File: src/rtl/piso_serializer.sv
// piso_serializer: parallel-in serial-out transmitter with valid/ready load and MSB/LSB-first order
module piso_serializer #(
    parameter int WIDTH        = 4,
    parameter int CLKS_PER_BIT = 1
) (
    input  logic             clk,
    input  logic             reset,
    input  logic             load_valid,
    output logic             load_ready,
    input  logic [WIDTH-1:0] data_in,
    input  logic             dir_in,
    input  logic             shift_en,
    output logic             serial_out,
    output logic             shift_valid,
    output logic             busy,
    output logic             done
);
    localparam int BW = $clog2(WIDTH);
    localparam int CW = CLKS_PER_BIT > 1 ? $clog2(CLKS_PER_BIT) : 1;
    localparam logic [BW-1:0] LAST_BIT = BW'(WIDTH - 1);
    localparam logic [CW-1:0] LAST_CLK = CW'(CLKS_PER_BIT - 1);

    typedef enum logic {IDLE, SHIFT} state_t;

    state_t          state, state_nx;
    logic [WIDTH-1:0] sreg, sreg_nx;
    logic            dir, dir_nx;
    logic [BW-1:0]   bit_cnt, bit_cnt_nx;
    logic [CW-1:0]   clk_cnt, clk_cnt_nx;
    logic            done_nx;
    logic            advance;

    always_ff @(posedge clk or posedge reset) begin
        if (reset) begin
            state   <= IDLE;
            sreg    <= '0;
            dir     <= 1'b0;
            bit_cnt <= '0;
            clk_cnt <= '0;
            done    <= 1'b0;
        end else begin
            state   <= state_nx;
            sreg    <= sreg_nx;
            dir     <= dir_nx;
            bit_cnt <= bit_cnt_nx;
            clk_cnt <= clk_cnt_nx;
            done    <= done_nx;
        end
    end

    // advance is the edge at which the current bit period ends
    assign advance = (state == SHIFT) && shift_en && (clk_cnt == LAST_CLK);

    always_comb begin
        state_nx   = state;
        sreg_nx    = sreg;
        dir_nx     = dir;
        bit_cnt_nx = bit_cnt;
        clk_cnt_nx = clk_cnt;
        done_nx    = 1'b0;
        if (state == IDLE && load_valid) begin
            state_nx   = SHIFT;
            sreg_nx    = data_in;
            dir_nx     = dir_in;
            bit_cnt_nx = '0;
            clk_cnt_nx = '0;
        end else if (state == SHIFT && shift_en) begin
            clk_cnt_nx = advance ? '0 : clk_cnt + 1'b1;
            if (advance) begin
                sreg_nx    = dir ? sreg << 1 : sreg >> 1;
                bit_cnt_nx = bit_cnt == LAST_BIT ? '0 : bit_cnt + 1'b1;
                state_nx   = bit_cnt == LAST_BIT ? IDLE : SHIFT;
                done_nx    = bit_cnt == LAST_BIT;
            end
        end
    end

    assign load_ready  = state == IDLE;
    assign busy        = state == SHIFT;
    assign shift_valid = state == SHIFT;
    assign serial_out  = (state == SHIFT) && (dir ? sreg[WIDTH-1] : sreg[0]);
endmodule
File: config.mk
export PLATFORM = sky130hd
export DESIGN_NAME = piso_serializer
export DESIGN_NICKNAME = d
export VERILOG_FILES = /design/src/rtl/piso_serializer.sv
export SDC_FILE = /design/constraint.sdc
export NUM_CORES = 1
export LEC_CHECK = 0
export ABC_AREA = 1
export CAP_MARGIN = 20
export CORE_AREA = 2 2 39 41
export DETAILED_ROUTE_END_ITERATION = 8
export DIE_AREA = 0 0 41 43
export PLACE_DENSITY = 0.77
export SETUP_SLACK_MARGIN = 0.5
export SLEW_MARGIN = 20
export SYNTH_ARGS = -nofsm -noshare
export SYNTH_HDL_FRONTEND = slang
export SYNTH_SLANG_ARGS = --single-unit
File: constraint.sdc
create_clock -name clk -period 1.6 [get_ports clk]
set_input_delay 0.24 -clock clk [delete_from_list [all_inputs] [get_ports clk]]
set_output_delay 0.24 -clock clk [all_outputs]
set_load 0.03 [all_outputs]
# Word level (Yosys, flattened, before mapping)
# Cells that the tools add are included.
# op_classes
bitwise	2
add_sub_neg	2
eq_ne	1
n_reduce_logical	7
n_mux	19
# op_table
cell	count
$mux W4	4
$mux W1	11
$mux W2	4
$logic_and A1 B1 Y1	4
$reduce_bool A2 Y1	2
$add A2 B1 Y2 const B	1
$eq A2 B2 Y1 const B	1
$not A1 Y1	2
$reduce_and A2 Y1	1
$add A1 B1 Y1 const B	1
# totals
input_bits	9
register_bits	10

# Depth between registers and ports, before layout
# Gate-level depths: netlist (run 1).
# logic_depth
depth_word	5
mapped_depth	6
ltp_nobuf	6

# Least setup slack after synthesis (run 1)
# Ideal clock, no wire load.
# synth_path
path_kind	flip-flop to output port
startpoint	register state (netlist: busy)
endpoint	output port serial_out
setup_slack_ns	0.165
t_arrival_ns	1.195
t_required_ns	1.360
path_buffers	0
stages_incl_launch_ff	3
path_cell_list	dfrtp_1 -> o21ai_0 -> nor2_1
# synth_between
elab_chain_cells	1
# synth_rtl
item	line_no	rtl
start, declared	25	state_t state, state_nx;
start signal, assigned	42	state <= state_nx;
$logic_and A1 B1 Y1	81	assign serial_out = (state == SHIFT) && (dir ? sreg[WIDTH-1] : sreg[0]);
end, declared	13	output logic serial_out,
# No other way between the ends.

# Worst setup path in the final report (run 1)
# layout_path
startpoint	register sreg[0]
endpoint	output port serial_out
# layout_between
elab_chain_cells	2
# layout_rtl
item	line_no	rtl
start, declared	26	logic [WIDTH-1:0] sreg, sreg_nx;
start signal, assigned	43	sreg <= sreg_nx;
$mux W1	81	
$logic_and A1 B1 Y1	81	
# No other way between the ends.

==> results by group, run 1 <==
Worst setup path
  – Crit. Startpoint: sreg[0]$_DFFE_PP0P_
  – Crit Path Max Fanout: 3
  – Required @ worst endpoint: 1.36 ns
  – Setup crit start kind: register
  – R2r setup slk: 0.44 ns
  – Reg-to-reg endpoint: sreg[2]$_DFFE_PP0P_
  – CP Capture Type: output pin
  – Arr. time, crit path: 1.04 ns
  – Reg-to-Reg Start: busy$_DFFE_PP0P_
  – R2R cell count: 5
  – Worst setup path class: register to output pin

Pwr
  – P_int: around 900 uW
  – Flop pwr share: 29.7%
  – Power Total: ~1.5 mW
  – Leakage power: between 0.4 and 0.5 nW
  – Clk pwr share: 14.7%
  – Sw Share: 41.2%
  – Pwr dens: 1780 nW/um2
  – Sw Pwr: 632 uW
  – Share of total power in combinational logic: between 50% and 60%
  – Peak supply drop: 826 uV

STA
  – RSZ-0062 raised after global routing: yes
  – Setup violations, final: 0
  – Worst-Margin Slew: 0.366 ns
  – Crit path time final: 1.28 ns
  – PnR worst setup slack: 0.324 ns
  – Part of the cycle the worst path needs: 79.8%
  – Post-route setup TNS: 0 ns
  – Final slew viol count: 0
  – Highest clock rate: 783 MHz
  – Relative slew slack: 75.5%
  – Post-route clock skew: 0.00354 ns
  – Hold Vio Cnt, Final: 0

Floorplanning
  – Die Wd: 41 um
  – Die height: 43 um
  – Num ports: 14
  – Initial core utilization: a little under two fifths
  – DIE AREA: 1760 um2
  – Site row count: 14
  – Core area: 1380 um2

Detailed routing
  – Post-DRT Antenna Nets: 0
  – Via density: ~4.7
  – Top Layer Used: met4
  – DR iter-0 viols: 2
  – Detail Route met3 WL: 75 um
  – Met1 WL: 515 um
  – Met2 wire length: between 500 and 600 um
  – # DRC: 0
  – Initial DRT Pass Iterations: 4
  – Via Count: 524
  – Mean routed wirelength per cell: around 11 um
  – Drt total wl: 1240 um

Placed design
  – Dpl hpwl: 822 um
  – Port bufs: 13
  – Setup WS pre-CTS: 0.0694 ns
  – Placed cells: 99
  – Final GP Congestion: between 0.7 and 0.8

Finish
  – Synth-to-Final Area Change: 67.9%
  – Fin nets: 107
  – Share of cells above drive strength 1: roughly two fifths
  – Antenna cells: 0
  – Final Non-Filler Cells: 112

Clocking
  – Worst skew pair latency: around 0.26 ns
  – Max Buffers Root-to-Sink: 2
  – CTS tree: done
  – Root buf cell: clkbuf_4
  – Cts hold-fix bufs: 0
  – Worst-path clk slew: 0.07 ns
  – Cts bufs inserted: 3
  – CTS sink cnt: 10
  – H-Tree Depth: 1

Flow run
  – Max cap viols: 0

Synthesis
  – Yosys Warn Count: 0
  – Synth top area share: 48.7%
  – Post-synth cell types: 14
  – Netlist Area Pre-Place: 514 um2
  – Synthesized area per cell: around 7.5 um2
  – Post-synth top area cell: dfrtp_1
  – Synth area leaders: dfrtp_1 49%, nand2_1 17%, nand3_1 7.8%
  – Yosys reg bits: 10
  – Synthesized Nets: between 70 and 80
  – Mapped Cells: 69
  – Post-synthesis sequential area ratio: 48.7%

Global routing
  – Vias in the first global route: 494
  – Tot GR Track Use: about 17%
  – Pin count of the biggest net entering global routing: 11
  – GRT Residual Overflow: 0
  – First-pass GRT wire length: slightly below 2000 um
  – Initial antenna violation count: 0

Hold path
  – Tightest Hold Check Type: primary input to asynchronous set/reset pin

Outcome
  – Outcome: complete, no violations
==> worst max-delay path, cell delays in order, from the launching register on <==
cell and delay [ns]:
dfrtp_1 0.41, o21ai_2 0.19, nor2_4 0.04, buf_6 0.13
==> logic make-up after synthesis <==
group                    synth area share (%)
adder cells (fa/ha/maj)                  2.43
flip-flops                               48.7
buffers and inverters                    10.2
AND/OR/NAND/NOR                          34.5
AO/OA/AOI/OAI                            4.14
==> through the flow <==
step                      area, um2  hold slack (ns)  util (%)
final                           863            0.240      62.4
after global routing            863            0.297      62.4
after CTS                       767            0.252      55.4
after detailed placement        683            0.476      49.4
after global placement          683            0.463      49.4
after floorplan                 526           0.0801         -
==> cell usage after synthesis <==
master / count
nand2_1: 23
dfrtp_1: 10
inv_1: 10
nand3_1: 8
nor2_1: 6
inv_2: 2
nand2_2: 2
o21ai_1: 2
buf_4: 1
ha_1: 1
nand3_2: 1
nor2_2: 1
o21ai_0: 1
o22ai_1: 1
==> power groups by stage <==
stage	Clock [mW]	Combinational (mW)	Sequential (mW)
after floorplan	0	0.377	0.458
after global placement	0	0.593	0.436
after detailed placement	0	0.606	0.442
after CTS	0.230	0.697	0.444
after global routing	0.241	0.945	0.461
final	0.226	0.853	0.455
==> worst max-delay path by stage <==
stage | endpoint | slack (ns)
global placement | serial_out | 0.09
global route | serial_out | 0.28
CTS | serial_out | 0.29
detailed placement | serial_out | 0.07
finish | serial_out | 0.32
floorplan | serial_out | 0.46
==> cell usage in the layout (no fill, tap or decap), types with 2 or more instances in the layout <==
cell              n
nor2_1            2
inv_1             9
inv_4             2
clkbuf_4          3
nor2_4            3
nand2_4           3
nand2_2           4
buf_4             9
o21ai_1           2
nor2_2            2
clkdlybuf4s50_1   8
nand3_2           2
nand3_1           6
nand2_1          18
dfrtp_1           9
buf_6             6
==> final cells by class <==
type / count / area, um2
fill: 117 / 520
multi-input combinational: 46 / 285
sequential: 10 / 251
timing repair buffer: 24 / 220
inverter: 12 / 50.0
clock buffer: 4 / 36.3
tap: 16 / 20.0
==> repair_timing <==
action | in CTS | in global routing
buffers inserted | 4 | 5
gates resized for setup | 38 | 16
setup endpoints to repair | 10 | 11
pin swaps | 3 | 10
endpoints found under the hold margin | 0 | 0
==> registers in the layout, indices dropped and copies added (netlist names) <==
signal	cells
sreg	4
bit_cnt	2
busy	1
clk_cnt	1
dir	1
done	1
==> per-layer routing <==
layer | global-route usage (%) | vias up
li1 | - | 266
met1 | 19.5 | 234
met2 | 26.6 | 20
met3 | 3.14 | 4
met4 | 14.0 | 0
met5 | 0 | -
(Power assumes the default switching activity.)
==> run 2: changes to the inputs <==
--- a/config.mk
+++ b/config.mk
@@ -10,7 +10,7 @@
 export CORE_AREA = 2 2 39 41
 export DETAILED_ROUTE_END_ITERATION = 8
 export DIE_AREA = 0 0 41 43
-export PLACE_DENSITY = 0.77
+export PLACE_DENSITY = 0.8
 export SETUP_SLACK_MARGIN = 0.5
 export SLEW_MARGIN = 20
 export SYNTH_ARGS = -nofsm -noshare
==> constraint.sdc (replaced) <==
create_clock -name clk -period 1 [get_ports clk]
set_input_delay 0.15 -clock clk [delete_from_list [all_inputs] [get_ports clk]]
set_output_delay 0.15 -clock clk [all_outputs]
set_load 0.03 [all_outputs]
==> results by group, run 2 (synthesis gave the netlist of run 1 again) <==
STA
  – Worst-Margin Slew: 0.237 ns (-0.129 ns)
  – Part of the cycle the worst path needs: 119%
  – Post-route setup TNS: -1.44 ns (-1.44 ns)
  – Final slew viol count: 0 (unchanged)
  – Post-route clock skew: 0.0102 ns (+0.00668 ns)
  – Hold Vio Cnt, Final: 0 (unchanged)
  – Crit path time final: 1.19 ns
  – Relative slew slack: 84.1% (+8.6 points)
  – PnR worst setup slack: -0.195 ns (-0.518 ns)
  – Highest clock rate: about 840 MHz
  – Setup violations, final: 12 (+12)
  – RSZ-0062 raised after global routing: yes

Detailed routing
  – Initial DRT Pass Iterations: 4 (unchanged)
  – # DRC: 0 (unchanged)
  – DR iter-0 viols: 17 (+15)
  – Mean routed wirelength per cell: 13.5 um (+23%)
  – Via Count: 566 (+8.0%)
  – Via density: 4.96 (+6.1%)
  – Post-DRT Antenna Nets: 0 (unchanged)
  – Drt total wl: 1540 um (+25%)

Floorplanning
  – DIE AREA: 1760 um2 (unchanged)
  – Site row count: 14 (unchanged)
  – Die Wd: 41 um (unchanged)
  – Die height: 43 um (unchanged)
  – Num ports: 14 (unchanged)
  – Core area: 1380 um2 (unchanged)
  – Initial core utilization: 37.2% (unchanged)

Pwr
  – Share of total power in combinational logic: 60.0% (+4.4 points)
  – P_int: 1.46 mW (+62%)
  – Pwr dens: 2700 nW/um2 (+52%)
  – Peak supply drop: 1210 uV (+46%)
  – Sw Pwr: 1.14 mW (+80%)
  – Clk pwr share: 11.8% (-2.9 points)
  – Sw Share: 43.8% (+2.6 points)
  – Leakage power: 0.465 nW (+5.7%)
  – Power Total: 2.59 mW (+69%)
  – Flop pwr share: 28.2% (-1.5 points)

Worst setup path
  – R2R cell count: 5 (unchanged)
  – R2r setup slk: -0.14 ns (-0.58 ns)
  – Crit Path Max Fanout: 4 (+1)
  – Cell breakdown of the critical path: o21ai_2 > nor2_4 > buf_6
  – Reg-to-Reg Start: busy$_DFFE_PP0P_
  – CP Capture Type: output pin
  – Buf+Inv Stages, Crit Path: 1 (unchanged)
  – Max incr delay on CP: 0.44 ns (+0.03 ns)
  – Arr. time, crit path: 1.04 ns (about the same)
  – Reg-to-reg endpoint: sreg[1]$_DFFE_PP0P_
  – Critical path's slowest cell: dfrtp_2
  – Worst setup path class: register to output pin
  – Required @ worst endpoint: 0.85 ns (-0.51 ns)
  – Setup crit start kind: register
  – Top delay family on crit path: flip-flops

Hold path
  – Tightest Hold Check Type: primary input to asynchronous set/reset pin

Outcome
  – Failing checks: negative setup slack
  – Outcome: finished, violations left

Finish
  – Fin util: 69.4% (+7.1 points)
  – Synth-to-Final Area Change: 86.9%
  – Fillcell total: 97 (-17%)
  – Sequential Area: 253 um2 (+0.50%)
  – Share of cells above drive strength 1: 50.0% (+8.3 points)
  – Antenna cells: 0 (unchanged)
  – Fin nets: 109 (+1.9%)
  – Footprint of the multi-input gates: 337 um2 (+18%)
  – Largest Register: sreg
  – Most common cell after layout, fill and taps aside: nand2_1
  – Max FFs per register: 4 (unchanged)
  – Most frequent cells in the layout: 17 x nand2_1, 11 x buf_6, 8 x inv_1, 8 x dfrtp_1, 8 x clkdlybuf4s50_1
  – Top flop regs: sreg (4), bit_cnt (2)

Placed design
  – Setup WS pre-CTS: -0.261 ns (-0.331 ns)
  – Final GP Congestion: 0.772 (+3.2%)
  – Dpl hpwl: 929 um (+13%)
  – Port bufs: 13 (unchanged)

Clocking
  – H-Tree Depth: 1 (unchanged)
  – CTS sink cnt: 10 (unchanged)
  – Root buf cell: clkbuf_4
  – Max Buffers Root-to-Sink: 2 (unchanged)
  – Worst-path clk slew: 0.08 ns (about the same)
  – CTS tree: done
  – Worst skew pair latency: 0.27 ns (about the same)
  – Cts bufs inserted: 3 (unchanged)

Global routing
  – First-pass GRT wire length: 2230 um (+13%)
  – Vias in the first global route: 530 (+7.3%)
  – Tot GR Track Use: 19.8% (+2.6 points)
  – Initial antenna violation count: 0 (unchanged)
  – GRT Residual Overflow: 0 (unchanged)
  – Pin count of the biggest net entering global routing: 11 (unchanged)

Flow run
  – Max cap viols: 0 (unchanged)
[run 2: changes by cell type in the layout (fill, tap and decap cells not counted), sizes merged]
cell	delta
buf	+2
clkinvlp	+1
inv	-1
[run 2: cell type report]
type,count,share of cell area (%)
well taps,16,2.08
repair buffers,26,28.0
multi-input cells,46,35.0
clock buffers,4,2.73
flip-flops and latches,10,26.3
inverters,12,5.86
[run 2: worst max-delay path by stage]
stage / startpoint / end / cells past startpoint
after floorplan: busy$_DFFE_PP0P_ / serial_out / 2
after global placement: load_valid / sreg[3]$_DFFE_PP0P_ / 6
after detailed placement: load_valid / sreg[3]$_DFFE_PP0P_ / 6
after CTS: dir$_DFFE_PP0P_ / serial_out / 3
after global routing: dir$_DFFE_PP0P_ / serial_out / 4
final: busy$_DFFE_PP0P_ / serial_out / 3
[run 2: power groups by stage]
stage,Clock [mW],Sequential (mW),Combinational [mW]
after floorplan,0,0.734,0.626
after global placement,0,0.702,1.01
after detailed placement,0,0.710,1.04
after CTS,0.305,0.712,1.39
after global routing,0.322,0.747,1.69
final,0.305,0.731,1.56
[run 2: timing repair]
action | in CTS | in global routing
pin swaps | 18 | 8
hold buffers | 0 | 0
buffers inserted | 4 | 2
gates cloned | 0 | 0
setup endpoints to repair | 15 | 25
resized for setup | 26 | 13
[run 2: metrics by stage]
step / hold slack [ns] / instance area, um2 / cells
floorplan: -0.00996 / 539 / 69
global placement: 0.452 / 722 / 104
detailed placement: 0.460 / 722 / 104
CTS: 0.171 / 902 / 112
global route: 0.191 / 961 / 114
finish: 0.154 / 961 / 114
[run 2: layer usage]
metal  wire [um]  track usage (%)  vias to the layer above  share of wire (%)
li1            -                -                      274                  -
met1         593             19.8                      266                 38
met2         862             34.1                       22                 56
met3          56             4.71                        4                3.6
met4          32             12.0                        0                2.1
met5           0                0                        -                  0
==> run 3: changes to the inputs <==
--- a/config.mk
+++ b/config.mk
@@ -10,7 +10,7 @@
 export CORE_AREA = 2 2 39 41
 export DETAILED_ROUTE_END_ITERATION = 8
 export DIE_AREA = 0 0 41 43
-export PLACE_DENSITY = 0.8
+export PLACE_DENSITY = 0.75
 export SETUP_SLACK_MARGIN = 0.5
 export SLEW_MARGIN = 20
 export SYNTH_ARGS = -nofsm -noshare
==> results by group, run 3 (synthesis gave the netlist of run 1 again) <==
Pwr
  – Pwr dens: 2670 nW/um2 (-0.96%)
  – Leakage power: 0.458 nW (-1.5%)
  – Peak supply drop: 1070 uV (-12%)
  – Power Total: 2.54 mW (-2.0%)

Worst setup path
  – Crit Path Max Fanout: 5 (+1)
  – Required @ worst endpoint: 0.85 ns (about the same)
  – Buf+Inv Stages, Crit Path: 1 (unchanged)
  – Setup crit start kind: register
  – Critical path's slowest cell: dfrtp_2
  – Top delay family on crit path: flip-flops
  – Reg-to-Reg Start: busy$_DFFE_PP0P_
  – Crit. Startpoint: busy$_DFFE_PP0P_
  – CP Capture Type: output pin
  – Arr. time, crit path: 1.05 ns (about the same)
  – Max incr delay on CP: 0.46 ns (+0.02 ns)
  – Worst setup path class: register to output pin
  – Cell breakdown of the critical path: o21ai_2 > nor2_4 > buf_6
  – R2r setup slk: -0.15 ns (about the same)

Detailed routing
  – # DRC: 0 (unchanged)
  – Drt total wl: 1450 um (-6.4%)
  – Post-DRT Antenna Nets: 0 (unchanged)
  – Mean routed wirelength per cell: 12.6 um (-7.2%)
  – Initial DRT Pass Iterations: 4 (unchanged)
  – Via Count: 548 (-3.2%)
  – Via density: 4.77 (-4.0%)
  – DR iter-0 viols: 16 (-1)

Floorplanning
  – Initial core utilization: 37.2% (unchanged)
  – Die Wd: 41 um (unchanged)
  – Die height: 43 um (unchanged)
  – Site row count: 14 (unchanged)
  – Core area: 1380 um2 (unchanged)
  – Num ports: 14 (unchanged)
  – DIE AREA: 1760 um2 (unchanged)

STA
  – Hold WS: 0.152 ns (-0.00260 ns)
  – Final slew viol count: 0 (unchanged)
  – Hold Vio Cnt, Final: 0 (unchanged)
  – Crit path time final: 1.20 ns (+0.00937 ns)
  – PnR worst setup slack: -0.204 ns (-0.00937 ns)
  – Highest clock rate: 831 MHz (-0.78%)
  – Part of the cycle the worst path needs: 120% (+0.94 points)
  – Post-route setup TNS: -1.60 ns (-0.159 ns)
  – Worst-Margin Slew: 0.235 ns (-0.00252 ns)
  – Relative slew slack: 84.3% (+0.15 points)
  – Setup violations, final: 13 (+1)
  – Post-route clock skew: 0.00352 ns (-0.00670 ns)
  – RSZ-0062 raised after global routing: yes

Global routing
  – Vias in the first global route: 480 (-9.4%)
  – GRT Residual Overflow: 0 (unchanged)
  – Pin count of the biggest net entering global routing: 11 (unchanged)
  – First-pass GRT wire length: 1990 um (-11%)
  – Initial antenna violation count: 0 (unchanged)
  – Tot GR Track Use: 16.7% (-3.2 points)

Outcome
  – Outcome: finished, violations left
  – Failing checks: negative setup slack

Placed design
  – Final GP Congestion: 0.727 (-5.8%)
  – Dpl hpwl: 888 um (-4.4%)
  – Port bufs: 13 (unchanged)

Clocking
  – CTS tree: done
  – Cts bufs inserted: 3 (unchanged)
  – Worst-path clk slew: 0.07 ns (about the same)
  – H-Tree Depth: 1 (unchanged)
  – Cts hold-fix bufs: 0 (unchanged)
  – Max Buffers Root-to-Sink: 2 (unchanged)
  – Root buf cell: clkbuf_4
  – Worst skew pair latency: 0.27 ns (about the same)
  – CTS sink cnt: 10 (unchanged)

Finish
  – Top flop regs: sreg (4), bit_cnt (2)
  – Fin nets: 110 (+0.92%)
  – Most frequent cells in the layout: 17 x nand2_1, 14 x buf_6, 8 x inv_1, 8 x dfrtp_1, 8 x clkdlybuf4s50_1
  – Largest Register: sreg
  – Max FFs per register: 4 (unchanged)
  – Share of cells above drive strength 1: 48.5% (-1.5 points)
  – Antenna cells: 0 (unchanged)
  – Most common cell after layout, fill and taps aside: nand2_1
  – Synth-to-Final Area Change: 84.9%

Flow run
  – Max cap viols: 0 (unchanged)

Hold path
  – Tightest Hold Check Type: primary input to asynchronous set/reset pin
-- run 3: cell count changes in the layout (fill, tap and decap cells not counted) --
cell / before / now
buf_4: 6 / 5
buf_12: 1 / 0
nand2_4: 2 / 1
o21ai_1: 0 / 1
o21ai_2: 3 / 2
nor2_1: 1 / 2
nand2_2: 4 / 5
buf_6: 11 / 14
nor2_4: 4 / 3
-- run 3: worst reg2reg max path, stage by stage, from the launching register on --
cell	delay [ns]
dfrtp_2	0.47
buf_6	0.15
nor2_4	0.18
nand2_1	0.10
nand2_1	0.09
nand2_1	0.05
nand2_1	0.05
-- run 3: path summary, 6_finish.rpt --
kind | endpoint | cells past startpoint
worst max-delay path | serial_out | 3
worst max register to register | sreg[0]$_DFFE_PP0P_ | 6
min in group clk | sreg[3]$_DFFE_PP0P_ | 3
worst min-delay path | bit_cnt[0]$_DFFE_PP0P_ | 2
worst min register to register | bit_cnt[1]$_DFFE_PP0P_ | 2
max in group asynchronous | done$_DFF_PP0_ | 2
-- run 3: timing repair --
action,in CTS,in global routing
pin swaps,16,7
setup buffers,3,3
setup endpoints to repair,15,25
resized for setup,24,14
-- run 3: final cells by class --
type	instances	area, um2
repair buffers	27	275
inverters	12	56.3
multi-input cells	46	320
fillers	109	433
well taps	16	20.0
clock buffers	4	26.3
flip-flops and latches	10	253
-- run 3: routing by layer --
metal,wire length (um),GRT usage (%),vias up
met5,0,0,-
met4,24,8.00,0
met3,56,1.57,2
met2,819,25.6,17
met1,545,22.5,256
li1,-,-,273
-- run 3: per-stage QoR --
step,util [%],std cells,setup slack [ns],instance area [um2]
3_3_place_gp,52.7,105,-0.217,729
4_1_cts,63.0,112,-0.189,872
5_1_grt,68.7,115,-0.244,951
3_5_place_dp,52.7,105,-0.261,729
6_report,68.7,115,-0.204,951
2_1_floorplan,-,69,-0.0519,539
-- run 3: power breakdown --
part / switching [mW] / internal [mW] / total, mW
sequential: 0.166 / 0.566 / 0.732
clock: 0.142 / 0.155 / 0.297
combinational: 0.787 / 0.728 / 1.51
==> variant: new RTL, settings of run 2 <==
The parameter `WIDTH` goes from 4 to 2.
--- a/src/rtl/piso_serializer.sv
+++ b/src/rtl/piso_serializer.sv
@@ -1,5 +1,5 @@
 // piso_serializer: parallel-in serial-out transmitter with valid/ready load and MSB/LSB-first order
 module piso_serializer #(
-    parameter int WIDTH        = 4,
+    parameter int WIDTH        = 2,
     parameter int CLKS_PER_BIT = 1
 ) (
Interface: changed (resized data_in); port bits go from 14 to 12. The function was not compared with the original's and may differ.
==> variant against run 2 <==
The run still ends with setup timing left. Setup slack improved by 0.016 ns. Non-clock buffer count fell by 9. Critical endpoint unchanged. Routed wire length fell by 47%. Cell area fell by 35%. Power fell by 27%. Core utilization fell by 24 points. Sequential cell count fell by 3. Area after synthesis fell by 33%.
==> variant: results (changes against run 2) <==
stage;metric;value;unit;change
routing;drt_iter0_markers;10;;was 17
timing;fin_skew;0.00270;ns;was 0.0102 ns
routing;drt_pass1_iterations;4;;unchanged
timing;setup_viol;9;;was 12
synth;seq_area_frac_synth;0.511;;was 0.487
global_route;grt_pass1_wl;1300;µm;was 2230 µm
run_status;violations;setup timing;;unchanged
final_layout;stdcell_count;82;;was 114
power_and_ir_drop;switching_share;0.429;;was 0.438
place;dpl_cell_area;475;µm²;was 722 µm²
final_layout;largest_reg_flops;2;;was 4
synth;synth_common_cells;nand2_1 (18), dfrtp_1 (7), inv_1 (5), nor2_1 (5), o21ai_0 (3);;was nand2_1 (23), dfrtp_1 (10), inv_1 (10)
synth;ys_top_cells_by_area;dfrtp_1 (51%), nand2_1 (20%), inv_1 (5.5%);;was dfrtp_1 (49%), nand2_1 (17%), nand3_1 (7.8%)
routing;wl;826;µm;was 1540 µm
routing;drt-met1-wl;341;µm;was 593 µm
place;place_inst;72;;was 104
final_layout;nets;74;;was 109
power_and_ir_drop;powerSeq;517;µW;was 731 µW
worst_setup_path;rr_worst_depth;6;;was 5
clock_network;clkLatencyLatePin;0.25;ns;was 0.27 ns
synth;synthDistinctLibCells;11;;was 14
global_route;grt_use_met1;0.136;;was 0.198
timing;slew_headroom;0.777;;was 0.841
global_route;grtUsageTotal;0.111;;was 0.198
power_and_ir_drop;power.leakage;0.000327;µW;was 0.000465 µW
clock_network;cts_made_buffers;3;;unchanged
routing;met2_length;412;µm;was 862 µm
place;portBuffers;11;;was 13
run_status;status;complete, but fails checks;;unchanged
place;dp_worst_setup_slack;-0.226;ns;was -0.261 ns
power_and_ir_drop;switchingPower;808;µW;was 1140 µW
global_route;grt_max_degree;8;;was 11
global_route;use_met2;0.159;;was 0.341
timing;hold_ws;0.126;ns;was 0.154 ns
power_and_ir_drop;ir_worst_vdd;1.44;mV;was 1.21 mV
worst_setup_path;cp_slowest_cell;dfrtp_2;;unchanged
worst_setup_path;worstReg2RegEnd;busy$_DFFE_PP0P_;;was sreg[1]$_DFFE_PP0P_
global_route;grt_pass1_vias;334;;was 530
synth;syn-num-nets;53;;was 79
routing;wl_met3;54;µm;was 56 µm
power_and_ir_drop;powerClk;255;µW;was 305 µW
global_route;grtUsageMet3;0.0314;;was 0.0471
min_path;hold_class;in -> async;;unchanged
clock_network;cts.clk_slew.worst_paths;0.05;ns;was 0.08 ns
final_layout;nFillCells;141;;was 97
floorplanning;core_area;1380;µm²;unchanged
timing;setup_slack;-0.178;ns;was -0.195 ns
routing;vias;359;;was 566
place;place.gp.congestion;0.766;;was 0.772
place;hpwl;537;µm;was 929 µm
final_layout;final_layout_size_suffix_gt1_frac;0.470;;was 0.500
synth;post_synth_inst_count;46;;was 69
worst_setup_path;r2r_slack;-0.09;ns;was -0.14 ns
routing;highest_layer;met4;;unchanged
==> variant: cell count changes in the layout (fill, tap and decap cells not counted), sizes merged, moves of 3 or more <==
cell and delta:
dfrtp -3, clkdlybuf4s50 -3, nand3 -7, inv -4
buf -7, nand2 -6
==> variant: worst max-delay path by stage <==
stage	start	endpoint	slack [ns]	depth (start not counted)
2_1_floorplan	busy$_DFFE_PP0P_	sreg[0]$_DFFE_PP0P_	-0.04	6
3_3_place_gp	load_valid	sreg[1]$_DFFE_PP0P_	-0.19	6
3_5_place_dp	load_valid	sreg[0]$_DFFE_PP0P_	-0.23	6
4_1_cts	dir$_DFFE_PP0P_	serial_out	-0.22	3
5_1_grt	dir$_DFFE_PP0P_	serial_out	-0.22	3
6_report	dir$_DFFE_PP0P_	serial_out	-0.18	3
==> variant: area by class of cell <==
type	instances	area [µm²]	share of cell area
Inverter	7	31.3	0.0502
Clock buffer	4	26.3	0.0422
Tap cell	16	20.0	0.0321
Sequential cell	7	179	0.287
Multi-Input combinational cell	31	191	0.307
Timing Repair Buffer	17	175	0.281
==> variant: per-stage QoR <==
stage / utilization / setup TNS [ns]
floorplan: - / -0.0998
global placement: 0.344 / -0.754
detailed placement: 0.344 / -0.955
CTS: 0.418 / -0.613
global route: 0.450 / -1.18
finish: 0.450 / -0.809
==> variant: repair_timing <==
| action | CTS | global route |
|---|---|---|
| hold endpoints to repair | 0 | 0 |
| pin swaps | 6 | 5 |
| setup endpoints to repair | 12 | 12 |
| gates resized for setup | 15 | 9 |
| setup buffers | 4 | 2 |
| hold buffers | 0 | 0 |
==> variant: kinds of logic (layout without fill, tap and decap cells) <==
kind of cell | Yosys count | count (layout) | share of synthesized area
buf+inv | 8 | 28 | 0.0986
simple gates | 27 | 27 | 0.332
compound gates | 4 | 4 | 0.0584
flops | 7 | 7 | 0.511
